<file path="config.mk">
export PLATFORM = sky130hd
export DESIGN_NAME = load_store_unit
export DESIGN_NICKNAME = d
export VERILOG_FILES = /design/src/rtl/load_store_unit.sv
export SDC_FILE = /design/constraint.sdc
export NUM_CORES = 1
export LEC_CHECK = 0
export ABC_AREA = 0
export BUFFER_PORTS_ARGS = -buffer_cell sky130_fd_sc_hd__buf_2
export CORE_ASPECT_RATIO = 0.9
export CORE_UTILIZATION = 46
export DETAILED_ROUTE_END_ITERATION = 7
export GPL_TIMING_DRIVEN = 0
export PLACE_DENSITY = 0.81
export RECOVER_POWER = 50
export SYNTH_ARGS = -nofsm -noshare
export SYNTH_HDL_FRONTEND = slang
export SYNTH_SLANG_ARGS = --single-unit
</file>
<file path="constraint.sdc">
create_clock -name clk_i -period 4.2 [get_ports clk_i]
set_clock_uncertainty 0.05 [all_clocks]
set_input_delay 0.63 -clock clk_i [delete_from_list [all_inputs] [get_ports clk_i]]
set_output_delay 0.63 -clock clk_i [all_outputs]
set_load 0.005 [all_outputs]
</file>
<file path="src/rtl/load_store_unit.sv">
// load_store_unit
//   Data-memory access stage between the ALU and the data memory. Accepts an
//   RV32I load/store (LB/LH/LW/LBU/LHU/SB/SH/SW), drives a req/gnt/rvalid
//   memory handshake, stalls the core while the access is in flight, and
//   returns sign/zero-extended load data. Illegal funct3, misaligned
//   addresses and bus timeouts complete with an error and a cause code.
//
// Ports
//   clk_i, rst_ni            clock (rising edge), async active-low reset
//   valid_i, we_i            op request (held while stall_o=1), 1=store
//   funct3_i, addr_i         RV32I size/sign field, effective address
//   wdata_i                  store data (rs2)
//   stall_o                  core must hold PC/operands
//   done_o                   one-cycle completion pulse
//   rdata_o                  extended load data (0 for stores / errors)
//   err_o, err_cause_o       error flag and cause (01 misaligned,
//                            10 timeout, 11 illegal funct3)
//   mem_req_o, mem_we_o      memory request / write
//   mem_addr_o, mem_be_o     word address, byte enables
//   mem_wdata_o              lane-replicated store data
//   mem_gnt_i, mem_rvalid_i  request accepted / response present
//   mem_rdata_i              load word
module load_store_unit #(
  parameter int unsigned TIMEOUT_CYCLES = 255
) (
  input  logic        clk_i,
  input  logic        rst_ni,
  input  logic        valid_i,
  input  logic        we_i,
  input  logic [2:0]  funct3_i,
  input  logic [31:0] addr_i,
  input  logic [31:0] wdata_i,
  output logic        stall_o,
  output logic        done_o,
  output logic [31:0] rdata_o,
  output logic        err_o,
  output logic [1:0]  err_cause_o,
  output logic        mem_req_o,
  output logic        mem_we_o,
  output logic [31:0] mem_addr_o,
  output logic [3:0]  mem_be_o,
  output logic [31:0] mem_wdata_o,
  input  logic        mem_gnt_i,
  input  logic        mem_rvalid_i,
  input  logic [31:0] mem_rdata_i
);

  typedef enum logic [1:0] {S_IDLE, S_REQ, S_WAIT, S_RESP} state_e;

  localparam logic [1:0]  CAUSE_NONE    = 2'b00;
  localparam logic [1:0]  CAUSE_MISALGN = 2'b01;
  localparam logic [1:0]  CAUSE_TIMEOUT = 2'b10;
  localparam logic [1:0]  CAUSE_ILLEGAL = 2'b11;
  // Last counter value before abort: the access gets TIMEOUT_CYCLES cycles
  // in REQ+WAIT, and the abort wins over a gnt/rvalid in that last cycle.
  localparam logic [15:0] CNT_LAST = 16'(TIMEOUT_CYCLES - 1);

  state_e      state_q, state_d;
  logic [15:0] cnt_q, cnt_d;
  logic        err_q, err_d;
  logic [1:0]  cause_q, cause_d;
  logic        we_q, we_d;
  logic [2:0]  f3_q, f3_d;
  logic [31:0] addr_q, addr_d;
  logic [31:0] wdata_q, wdata_d;
  logic [31:0] rdata_q, rdata_d;

  function automatic logic is_illegal(input logic we, input logic [2:0] f3);
    if (we) return (f3 != 3'b000) && (f3 != 3'b001) && (f3 != 3'b010);
    return (f3 == 3'b011) || (f3 == 3'b110) || (f3 == 3'b111);
  endfunction

  function automatic logic is_misaligned(input logic [2:0] f3, input logic [1:0] lo);
    case (f3[1:0])
      2'b01:   return lo[0];
      2'b10:   return lo != 2'b00;
      default: return 1'b0;
    endcase
  endfunction

  function automatic logic [3:0] byte_en(input logic [2:0] f3, input logic [1:0] lo);
    case (f3[1:0])
      2'b00:   return 4'b0001 << lo;
      2'b01:   return lo[1] ? 4'b1100 : 4'b0011;
      default: return 4'b1111;
    endcase
  endfunction

  function automatic logic [31:0] store_data(input logic [2:0] f3, input logic [31:0] d);
    case (f3[1:0])
      2'b00:   return {4{d[7:0]}};
      2'b01:   return {2{d[15:0]}};
      default: return d;
    endcase
  endfunction

  // Shift the addressed lane down to bit 0, then extend by size/sign.
  function automatic logic [31:0] load_extract(input logic [2:0] f3, input logic [1:0] lo,
                                               input logic [31:0] word);
    logic [31:0] lane;
    lane = word >> {lo, 3'b000};
    case (f3)
      3'b000:  return {{24{lane[7]}}, lane[7:0]};
      3'b001:  return {{16{lane[15]}}, lane[15:0]};
      3'b100:  return {24'd0, lane[7:0]};
      3'b101:  return {16'd0, lane[15:0]};
      default: return lane;
    endcase
  endfunction

  always_comb begin
    state_d = state_q;
    cnt_d   = cnt_q;
    err_d   = err_q;
    cause_d = cause_q;
    we_d    = we_q;
    f3_d    = f3_q;
    addr_d  = addr_q;
    wdata_d = wdata_q;
    rdata_d = rdata_q;
    case (state_q)
      S_IDLE: begin
        if (valid_i) begin
          we_d    = we_i;
          f3_d    = funct3_i;
          addr_d  = addr_i;
          wdata_d = wdata_i;
          rdata_d = 32'd0;
          err_d   = 1'b0;
          cause_d = CAUSE_NONE;
          if (is_illegal(we_i, funct3_i)) begin
            err_d   = 1'b1;
            cause_d = CAUSE_ILLEGAL;
            state_d = S_RESP;
          end else if (is_misaligned(funct3_i, addr_i[1:0])) begin
            err_d   = 1'b1;
            cause_d = CAUSE_MISALGN;
            state_d = S_RESP;
          end else begin
            cnt_d   = 16'd0;
            state_d = S_REQ;
          end
        end
      end
      S_REQ: begin
        cnt_d = cnt_q + 16'd1;
        if (cnt_q == CNT_LAST) begin
          err_d   = 1'b1;
          cause_d = CAUSE_TIMEOUT;
          state_d = S_RESP;
        end else if (mem_gnt_i) begin
          // A same-cycle rvalid is ignored; the response is awaited in WAIT.
          state_d = S_WAIT;
        end
      end
      S_WAIT: begin
        cnt_d = cnt_q + 16'd1;
        if (cnt_q == CNT_LAST) begin
          err_d   = 1'b1;
          cause_d = CAUSE_TIMEOUT;
          state_d = S_RESP;
        end else if (mem_rvalid_i) begin
          rdata_d = we_q ? 32'd0 : load_extract(f3_q, addr_q[1:0], mem_rdata_i);
          state_d = S_RESP;
        end
      end
      default: state_d = S_IDLE;
    endcase
  end

  always_ff @(posedge clk_i or negedge rst_ni) begin
    if (!rst_ni) begin
      state_q <= S_IDLE;
      cnt_q   <= 16'd0;
      err_q   <= 1'b0;
      cause_q <= CAUSE_NONE;
    end else begin
      state_q <= state_d;
      cnt_q   <= cnt_d;
      err_q   <= err_d;
      cause_q <= cause_d;
    end
  end

  // Operand/result registers carry no reset: every output that exposes them
  // is qualified by the control state.
  always_ff @(posedge clk_i) begin
    we_q    <= we_d;
    f3_q    <= f3_d;
    addr_q  <= addr_d;
    wdata_q <= wdata_d;
    rdata_q <= rdata_d;
  end

  assign done_o      = (state_q == S_RESP);
  assign rdata_o     = done_o ? rdata_q : 32'd0;
  assign err_o       = done_o & err_q;
  assign err_cause_o = done_o ? cause_q : CAUSE_NONE;
  // rst_ni gates the combinational stall so it drops as soon as reset asserts.
  assign stall_o     = valid_i & ~done_o & rst_ni;

  assign mem_req_o   = (state_q == S_REQ);
  assign mem_we_o    = mem_req_o & we_q;
  assign mem_addr_o  = mem_req_o ? {addr_q[31:2], 2'b00} : 32'd0;
  assign mem_be_o    = mem_req_o ? byte_en(f3_q, addr_q[1:0]) : 4'd0;
  assign mem_wdata_o = mem_req_o ? store_data(f3_q, wdata_q) : 32'd0;

endmodule

</file>
* After elaboration in Yosys (flattened, before gate mapping)
Cells that the tools add are included.
** Word-level totals
- Bits in read-only memories :: 0
- Memories kept :: 0
- Output and inout port bits :: 107
- Memory bits (writable) :: 0
- Register bits after elaboration :: 121
- Bits in latches :: 0
** Operators by class
- Add/sub/neg operators :: 1
- Bitwise operators :: 5
- Equality and inequality tests :: 23
- Shift operators :: 2
- Order comparisons :: 0
- Mux-type cells :: 47
- Multipliers :: 0
- Div/mod/pow operators :: 0
- Reduce and logical (&&, ||, !) cells :: 17
** Operators by type and width (number)
- 32-bit two-way mux :: 7
- 32-bit one-hot mux with 2 select lines :: 2
- 32-bit one-hot mux with 4 select lines :: 1
- 16-bit two-way mux :: 3
- 16-bit one-hot mux with 2 select lines :: 1
- 32-bit by 5-bit >> shifter with 32-bit output :: 1
- 2-bit two-way mux :: 11
- 16-bit by 1-bit adder with 16-bit output, second input constant :: 1
- 16-bit by 8-bit equality test with 1-bit output, second input constant :: 1
- 1-bit two-way mux :: 15
- 3-bit equality test, second input constant :: 4
- 2-bit inequality test, second input constant :: 5
- 4-bit two-way mux :: 2
- 4-bit one-hot mux with 2 select lines :: 1
- 4-bit AND reduction :: 2
- 2-bit by 1-bit equality test with 1-bit output, second input constant :: 3
- 2-bit equality test, second input constant :: 3
- 3-bit by 1-bit inequality test with 1-bit output, second input constant :: 2
- 2-bit one-hot mux with 3 select lines :: 1
- 3-bit AND reduction :: 2
- 2-bit nonzero test :: 3
- 1-bit AND :: 4
- 2-bit logical NOT :: 2
- 1-bit one-hot mux with 2 select lines :: 2
- 14 further kinds :: 16

* Depth between registers and ports, before layout
Gate-level depths: netlist of run 1.
- Word-level depth :: 14
- Depth in mapped cells :: 9

* Least setup slack after synthesis of run 1
No wires, ideal clock.
- Path kind :: register to register
- Start :: register cnt_q[0]
- End :: register rdata_q[0] (enable)
- Arrival :: 3.465 ns
- Data required time :: 3.680 ns
- Period minus slack after synthesis :: 3.985 ns
- Setup slack :: 0.215 ns
- Buffers on the path :: 0
- Stages on the path, launching flop included :: 7
- Cells stage by stage :: dfrtp_1 inv_1 ha_1 and4b_1 nand4_1 nand2_1 a211oi_1
** Between the ends
- Longest elaborated chain between the ends :: 3
** RTL lines
- from (decl) :: line 59 : logic [15:0] cnt_q, cnt_d;
- from (signal assigned) :: line 179 : cnt_q <= cnt_d;
- 16-bit by 8-bit equality test with 1-bit output :: line 158 : if (cnt_q == CNT_LAST) begin
- 2-bit inequality test (no line)
- 4-bit AND reduction (no line)
- to (signal assigned) :: line 192 : rdata_q <= rdata_d;
- to (decl) :: line 66 : logic [31:0] rdata_q, rdata_d;
Every way passes these cells.
A chain may end at the register's enable or synchronous reset.

* Worst setup path after layout of run 1
- Start :: register addr_q[1]
- End :: output port mem_be_o[3]
** Between the ends
- Longest elaborated chain between the ends :: 3
- Elaborated cells between the ends (all ways) :: 4
- Those cells by class :: 1 x shift; 3 x mux
** RTL lines
- from (decl) :: line 64 : logic [31:0] addr_q, addr_d;
- from (signal assigned) :: line 190 : addr_q <= addr_d;
- 4-bit two-way mux / 1-bit by 2-bit left shift with 4-bit output (equally long branches) :: line 84, 83
- 4-bit one-hot mux with 2 select lines (*) :: line 82 : case (f3[1:0])
- 4-bit two-way mux (*) :: line 205 : assign mem_be_o = mem_req_o ? byte_en(f3_q, addr_q[1:0]) : 4'd0;
- to (decl) :: line 41 : output logic [3:0] mem_be_o,
Mark *: on every way between the ends. The rest lies on a longest branch, timed or not.

==> tab_implementation.tex, run 1 <==
\begin{tabular}{lr}
\hline
Metric & Value \\
\hline
\multicolumn{2}{l}{\textbf{Logic synthesis}} \\
Avg Inst Size Synth & 10.8 sq um \\
Number of enable flip-flop cells after synthesis & 100 \\
Warnings, synthesis & 0 \\
Biggest area contributors in the synthesized netlist & edfxtp\_1 48\%, dfrtp\_1 8.4\%, and2\_1 7.3\% \\
Most frequent cell after synthesis & edfxtp\_1 \\
Fraction of synthesized cell area taken by the top area cell type & 0.481 \\
Cell area after synthesis & around 6200 sq um \\
Cell accounting for the most synthesized area & edfxtp\_1 \\
Number of instances in the synthesized netlist & $\sim$580 \\
Cell types with the highest counts after synthesis & 100 x edfxtp\_1, 76 x nand2\_1, 73 x and2\_1, 40 x nor2\_1, 39 x a21oi\_1 \\
Synth cell types & around 50 \\
Sequential element share of the synthesized area & 0.565 \\
Register bit count reported by yosys & about 120 \\
Ys flop type & edfxtp\_1 \\
Async set-or-reset flop fraction in the synthesized netlist & 0.174 \\
\multicolumn{2}{l}{\textbf{Layout}} \\
Fraction of layout cells with a size suffix above 1 & 0.327 \\
Syn-to-layout area delta & 29.3\% \\
Final instance area & between 8000 and 9000 sq um \\
Final core area utilization & 0.607 \\
Multi-input gate area in the final layout & $\sim$2500 sq um \\
Total Nets Final & 921 \\
FF+latch area & around 3500 sq um \\
Fillcell total & between 1,000 and 1,500 \\
Count of placed standard cells in the final layout, fillers left out & about 1,000 \\
\multicolumn{2}{l}{\textbf{Route}} \\
DRC marker count from the first detailed-route iteration & between 500 and 600 \\
Post-detailed-route wirelength per cell & $\sim$17 um \\
Final WL & about 17,000 um \\
Average vias per placed instance & roughly 5.3 \\
Pre-Repair DR Iteration Count & 7 \\
Number of design rule violations left after detail routing & 26 \\
Number of routed nets with antenna violations & 0 \\
Number of vias after detailed routing & 5,265 \\
\multicolumn{2}{l}{\textbf{Timing}} \\
Final Cycle Share & 0.811 \\
Final setup violation count & 0 \\
Tightest hold margin & about 0.33 ns \\
Normalized max-slew margin & -0.00961 \\
Setup TNS Final & 0 ns \\
Highest achievable clock rate & around 300 MHz \\
Worst-margin pin slew & roughly 1.5 ns \\
Setup repair after global routing missed its margin & no \\
Number of endpoints with negative hold slack in the final report & 0 \\
Final setup slack of the worst path & 0.793 ns \\
Min Tclk post-route & roughly 3.4 ns \\
Final count of pins violating max slew & roughly 70 \\
\multicolumn{2}{l}{\textbf{Critical path}} \\
Max FO, Critical Path & 10 \\
WS Path Type & flip-flop to primary output \\
Startpoint type of the worst setup path & flip-flop \\
Reg-to-reg critical path endpoint & rdata\_q[26] \\
Crit path DAT & about 2.7 ns \\
FF-to-FF setup slack & 1.20 ns \\
Worst Path Required & about 3.5 ns \\
Reg-to-reg critical path startpoint & addr\_q[1] \\
Number of cells on the worst reg-to-reg path & 7 \\
Type of destination of the critical path & primary output \\
\multicolumn{2}{l}{\textbf{Floorplan}} \\
Die width & approximately 120 um \\
Placeable core region & 13,300 sq um \\
Row Count & 40 \\
Top-Level Pins & $\sim$210 \\
Die Area & approximately 14,000 sq um \\
Initial standard-cell utilization of the core & 0.469 \\
DIE HEIGHT & 113 um \\
\multicolumn{2}{l}{\textbf{Hold path}} \\
Worst hold path depth & 1 \\
Min-Delay Path Class & input port to flip-flop \\
Capture endpoint of the worst hold path & addr\_q[29] \\
Hold path start & addr\_i[29] \\
\multicolumn{2}{l}{\textbf{Place}} \\
Placed wire-length estimate after detailed placement & 12,300 um \\
Post-Place Cells & between 900 and 1,000 \\
GPL Wtd Cong & 0.905 \\
IO buf count & roughly 210 \\
Worst setup timing slack at the placement stage & around 1.4 ns \\
Area of placed instances & roughly 7500 sq um \\
\multicolumn{2}{l}{\textbf{Global route}} \\
Total global routing track utilization & 0.238 \\
First-pass GRT wire length & approximately 25,000 um \\
Vias in the first global route & $\sim$4,900 \\
Number of antenna violations at the first check in global routing & 3 \\
Maximum number of pins on one net before global-route repair & just under 70 \\
Congestion Overflow GR & 0 \\
\multicolumn{2}{l}{\textbf{Clock tree}} \\
Worst skew pair latency & 0.41 ns \\
Level count of the clock H-tree & 4 \\
Clk root buf & clkbuf\_16 \\
CTS tree & built \\
Cells resized by post-CTS repair & 0 \\
CTS max path bufs & 2 \\
Hold buffer count at CTS & 0 \\
Count of clock tree sinks & approximately 120 \\
Total CTS buffers & 17 \\
Clk pin slew, worst setup/hold paths & 0.06 ns \\
Setup bufs post-CTS & 0 \\
\multicolumn{2}{l}{\textbf{Power and ir drop}} \\
Worst IR drop on VDD & around 0.00035 V \\
Pwr/cell area & approximately 630 nW/um\^{}2 \\
Sum of internal, switching and leakage power & 5.11 mW \\
Leakage & about 3.5 nW \\
\multicolumn{2}{l}{\textbf{Run status}} \\
Violations in the final reports & DRC, capacitance limit, slew limit \\
Result of the run & finished, violations left \\
\multicolumn{2}{l}{\textbf{Flow run}} \\
Count of max-cap constraint violations & 1 \\
\hline
\end{tabular}
## critical path: stages (launching register included)
cell and delay (ns):
edfxtp_1 0.42, clkbuf_1 0.42, clkbuf_1 0.55, clkbuf_1 0.45, o21ai_0 0.16, a21oi_1 0.17
buf_2 0.14
## final cells by class
type                       instances  share of cell area
timing repair buffer             210               0.132
antenna                            2            0.000620
sequential                       121               0.437
clock inverter                    15              0.0181
multi-input combinational        404               0.308
clock buffer                      17              0.0527
inverter                          15             0.00697
buffer                            37              0.0189
tap                              168              0.0260
## power breakdown
part | leakage (nW) | internal (mW) | total, mW | switching (mW)
Combinational | 2.04 | 0.695 | 1.81 | 1.12
Sequential | 1.22 | 1.75 | 1.90 | 0.150
Clock | 0.279 | 0.791 | 1.40 | 0.612
## logic make-up (layout without fill, tap and decap cells)
| group | after synthesis | count (layout) | synth area share |
|---|---|---|---|
| and+or+nand+nor | 249 | 249 | 0.210 |
| DFF | 121 | 121 | 0.565 |
| AOI/OAI and AO/OA | 109 | 109 | 0.113 |
| buffers and inverters | 52 | 294 | 0.0351 |
| muxes | 34 | 34 | 0.0563 |
| adders and majority gates | 10 | 10 | 0.0200 |
| other | 1 | 4 | 0.000600 |
## state kept, by name, indices dropped and copies added, names as in the netlist, 2 cells and up
| name | flops |
|---|---|
| addr_q | 32 |
| cause_q | 2 |
| cnt_q | 16 |
| f3_q | 3 |
| rdata_q | 32 |
| state_q | 2 |
| wdata_q | 32 |
## per-layer routing
metal,share of wire,GRT usage,up-vias
li1,-,-,2508
met1,0.39,0.286,2437
met2,0.48,0.394,291
met3,0.099,0.0777,29
met4,0.024,0.102,0
met5,0,0,-
## placed cells by master (no fill, tap or decap), types with 3 or more instances in the layout
| cell | netlist | layout |
|---|---|---|
| nor2_1 | 40 | 40 |
| and2_1 | 73 | 72 |
| or3_1 | 3 | 3 |
| inv_1 | 15 | 15 |
| nand3_1 | 14 | 14 |
| o22ai_1 | 3 | 3 |
| buf_2 | 7 | 206 |
| edfxtp_1 | 100 | 100 |
| buf_1 | 8 | 7 |
| nand4_1 | 5 | 5 |
| nor2b_1 | 11 | 11 |
| mux2i_1 | 25 | 25 |
| o21ai_0 | 17 | 17 |
| nand2b_1 | 4 | 4 |
| a211oi_1 | 15 | 14 |
| a21oi_1 | 39 | 43 |
| nor3_1 | 4 | 4 |
| inv_8 | 0 | 7 |
| inv_6 | 0 | 5 |
| a22o_1 | 5 | 5 |
| ha_1 | 10 | 10 |
| clkbuf_1 | 19 | 31 |
| or4_1 | 3 | 3 |
| o31ai_1 | 4 | 4 |
| or4b_1 | 4 | 4 |
| a31oi_1 | 4 | 4 |
| a21oi_2 | 10 | 6 |
| nand2_1 | 76 | 76 |
| o211ai_1 | 4 | 4 |
| or2_2 | 3 | 3 |
| mux2_2 | 9 | 9 |
| dfrtp_1 | 21 | 21 |
| clkbuf_16 | 0 | 17 |
## how the worst max path moves through the flow
stage	startpoint	endpoint	slack, ns
floorplan	cnt_q[0]	rdata_q[0]	0.21
global placement	cnt_q[0]	rdata_q[9]	-0.75
detailed placement	funct3_i[0]	cnt_q[10]	1.41
CTS	state_q[1]	mem_wdata_o[20]	0.94
global route	addr_q[1]	mem_be_o[3]	0.65
finish	addr_q[1]	mem_be_o[3]	0.79
(Power assumes the default switching activity.)
==> run 2, diff against run 1 <==
==> constraint.sdc (replaced) <==
create_clock -name clk_i -period 2.7 [get_ports clk_i]
set_clock_uncertainty 0.05 [all_clocks]
set_input_delay 0.405 -clock clk_i [delete_from_list [all_inputs] [get_ports clk_i]]
set_output_delay 0.405 -clock clk_i [all_outputs]
set_load 0.005 [all_outputs]
==> tab_implementation.tex, run 2 (synthesized netlist as in run 1, its figures left out) <==
\begin{tabular}{lr}
\hline
Metric & Value \\
\hline
\multicolumn{2}{l}{\textbf{Floorplan}} \\
Placeable core region & around 13,000 sq um \\
Row Count & 40 \\
Die width & around 120 um \\
DIE HEIGHT & about 110 um \\
Die Area & approximately 14,000 sq um \\
Top-Level Pins & roughly 210 \\
Initial standard-cell utilization of the core & 0.469 \\
\multicolumn{2}{l}{\textbf{Critical path}} \\
WS Path Type & flip-flop to primary output \\
FF-to-FF setup slack & about 0.20 ns \\
Crit path DAT & 2.12 ns \\
Reg-to-reg critical path startpoint & addr\_q[1] \\
Beginning of the critical path & state\_q[1] \\
Type of destination of the critical path & primary output \\
Number of cells on the worst reg-to-reg path & 8 \\
Max FO, Critical Path & 11 \\
Startpoint type of the worst setup path & flip-flop \\
Worst Path Required & approximately 2.3 ns \\
Reg-to-reg critical path endpoint & rdata\_q[28] \\
\multicolumn{2}{l}{\textbf{Timing}} \\
Setup TNS Final & 0 ns \\
Final Cycle Share & 0.954 \\
Highest achievable clock rate & 388 MHz \\
Final count of pins violating max slew & 0 \\
Final setup violation count & 0 \\
Setup repair after global routing missed its margin & no \\
Normalized max-slew margin & 0.417 \\
Min Tclk post-route & roughly 2.6 ns \\
Number of endpoints with negative hold slack in the final report & 0 \\
Worst-margin pin slew & 0.874 ns \\
\multicolumn{2}{l}{\textbf{Layout}} \\
Total Nets Final & around 930 \\
Fillcell total & $\sim$1,100 \\
Largest registers ranked by flip-flop count & addr\_q x32, rdata\_q x32, wdata\_q x32 \\
Fraction of layout cells with a size suffix above 1 & 0.339 \\
Syn-to-layout area delta & 29.9\% \\
Top library cells by usage in the layout, fill and taps aside & 209 x buf\_2, 100 x edfxtp\_1, 76 x nand2\_1 \\
Commonest non-fill, non-tap cell in the layout & buf\_2 \\
Diode insertion count for antenna repair & 0 \\
\multicolumn{2}{l}{\textbf{Clock tree}} \\
CTS max path bufs & 2 \\
Clk root buf & clkbuf\_16 \\
Worst skew pair latency & around 0.41 ns \\
Clk pin slew, worst setup/hold paths & around 0.06 ns \\
Level count of the clock H-tree & 4 \\
CTS tree & built \\
Count of clock tree sinks & around 120 \\
Total CTS buffers & 17 \\
\multicolumn{2}{l}{\textbf{Route}} \\
Wire length on met2 & 7780 um \\
Met3 Wirelength & around 1500 um \\
Number of routed nets with antenna violations & 0 \\
Post-detailed-route wirelength per cell & 16.5 um \\
Final WL & 16,400 um \\
Average vias per placed instance & approximately 5.3 \\
Routed length on met1 & between 6000 and 7000 um \\
DRC marker count from the first detailed-route iteration & 475 \\
Number of design rule violations left after detail routing & 24 \\
Pre-Repair DR Iteration Count & 7 \\
Highest signal layer in the routed design & met5 \\
Number of vias after detailed routing & approximately 5,200 \\
\multicolumn{2}{l}{\textbf{Run status}} \\
Result of the run & finished, violations left \\
Violations in the final reports & DRC \\
\multicolumn{2}{l}{\textbf{Global route}} \\
Congestion Overflow GR & 0 \\
Maximum number of pins on one net before global-route repair & between 60 and 70 \\
Number of antenna violations at the first check in global routing & 1 \\
Vias in the first global route & 4,793 \\
Total global routing track utilization & 0.233 \\
First-pass GRT wire length & $\sim$25,000 um \\
\multicolumn{2}{l}{\textbf{Power and ir drop}} \\
Pwr/cell area & slightly below 1000 nW/um\^{}2 \\
Leakage & around 3.6 nW \\
Sum of internal, switching and leakage power & roughly 8 mW \\
Worst IR drop on VDD & a little under 0.0006 V \\
\multicolumn{2}{l}{\textbf{Place}} \\
Placed wire-length estimate after detailed placement & 11,900 um \\
GPL Wtd Cong & 0.894 \\
IO buf count & about 210 \\
\multicolumn{2}{l}{\textbf{Hold path}} \\
Capture endpoint of the worst hold path & wdata\_q[7] \\
Min-Delay Path Class & input port to flip-flop \\
Worst hold path depth & 1 \\
Hold path start & wdata\_i[7] \\
\multicolumn{2}{l}{\textbf{Flow run}} \\
Count of max-cap constraint violations & 0 \\
\hline
\end{tabular}
run 2: cell count changes in the layout (fill, tap and decap cells not counted), sizes merged, moves of 2 or more:
cell / previous run / this run
inv: 27 / 21
clkbuf: 48 / 50
clkinv: 1 / 4
buf: 216 / 219
clkinvlp: 2 / 4
diode: 2 / 0
run 2: per-layer routing:
layer | vias up | GRT usage
met2 | 242 | 0.379
met3 | 34 | 0.0767
met4 | 2 | 0.110
li1 | 2525 | -
met1 | 2419 | 0.284
met5 | - | 0
run 2: repair_timing:
item,in CTS,in global routing
endpoints found under the setup margin,30,44
buffers inserted,0,8
gates resized for setup,4,4
gates cloned,0,0
endpoints found under the hold margin,21,0
pin swaps,0,1
hold buffers,1,0
run 2: area by class of cell:
type	instances	area (sq um)	area share
tap	168	210	0.0259
multi-input combinational	404	2500	0.308
inverter	15	56.3	0.00694
buffer	34	155	0.0191
sequential	121	3530	0.435
clock buffer	17	425	0.0524
timing repair buffer	219	1100	0.136
clock inverter	15	141	0.0174
run 2: report_power, final:
| group | internal [mW] | total (mW) | switching (mW) | leakage (nW) |
|---|---|---|---|---|
| Combinational | 1.07 | 2.80 | 1.72 | 2.10 |
| Sequential | 2.72 | 2.95 | 0.235 | 1.22 |
| Clock | 1.28 | 2.16 | 0.881 | 0.267 |
| Total | 5.07 | 7.91 | 2.84 | 3.58 |
run 2: worst max path at each step:
stage / cells past startpoint / to
after floorplan: 6 / rdata_q[0]
after global placement: 6 / rdata_q[7]
after detailed placement: 7 / rdata_q[7]
after CTS: 5 / mem_wdata_o[18]
after global routing: 5 / mem_addr_o[31]
final: 6 / mem_wdata_o[20]
run 2: critical path, cell delays in order, from the launching register on:
cell and delay, ns:
dfrtp_1 0.42, inv_1 0.11, ha_2 0.33, inv_1 0.25
clkbuf_2 0.28, nor2_1 0.18, buf_2 0.14
run 2: stage by stage:
step	worst slack [ns]	instances	hold slack, ns	area [sq um]	utilization
after CTS	0.0116	986	0.0960	8120	0.610
after floorplan	0.254	577	0.0594	6260	-
after detailed placement	0.114	955	0.346	7550	0.567
final	0.125	993	0.115	8120	0.610
after global placement	-0.150	954	0.349	7520	0.565
after global routing	0.0407	993	0.0934	8120	0.610
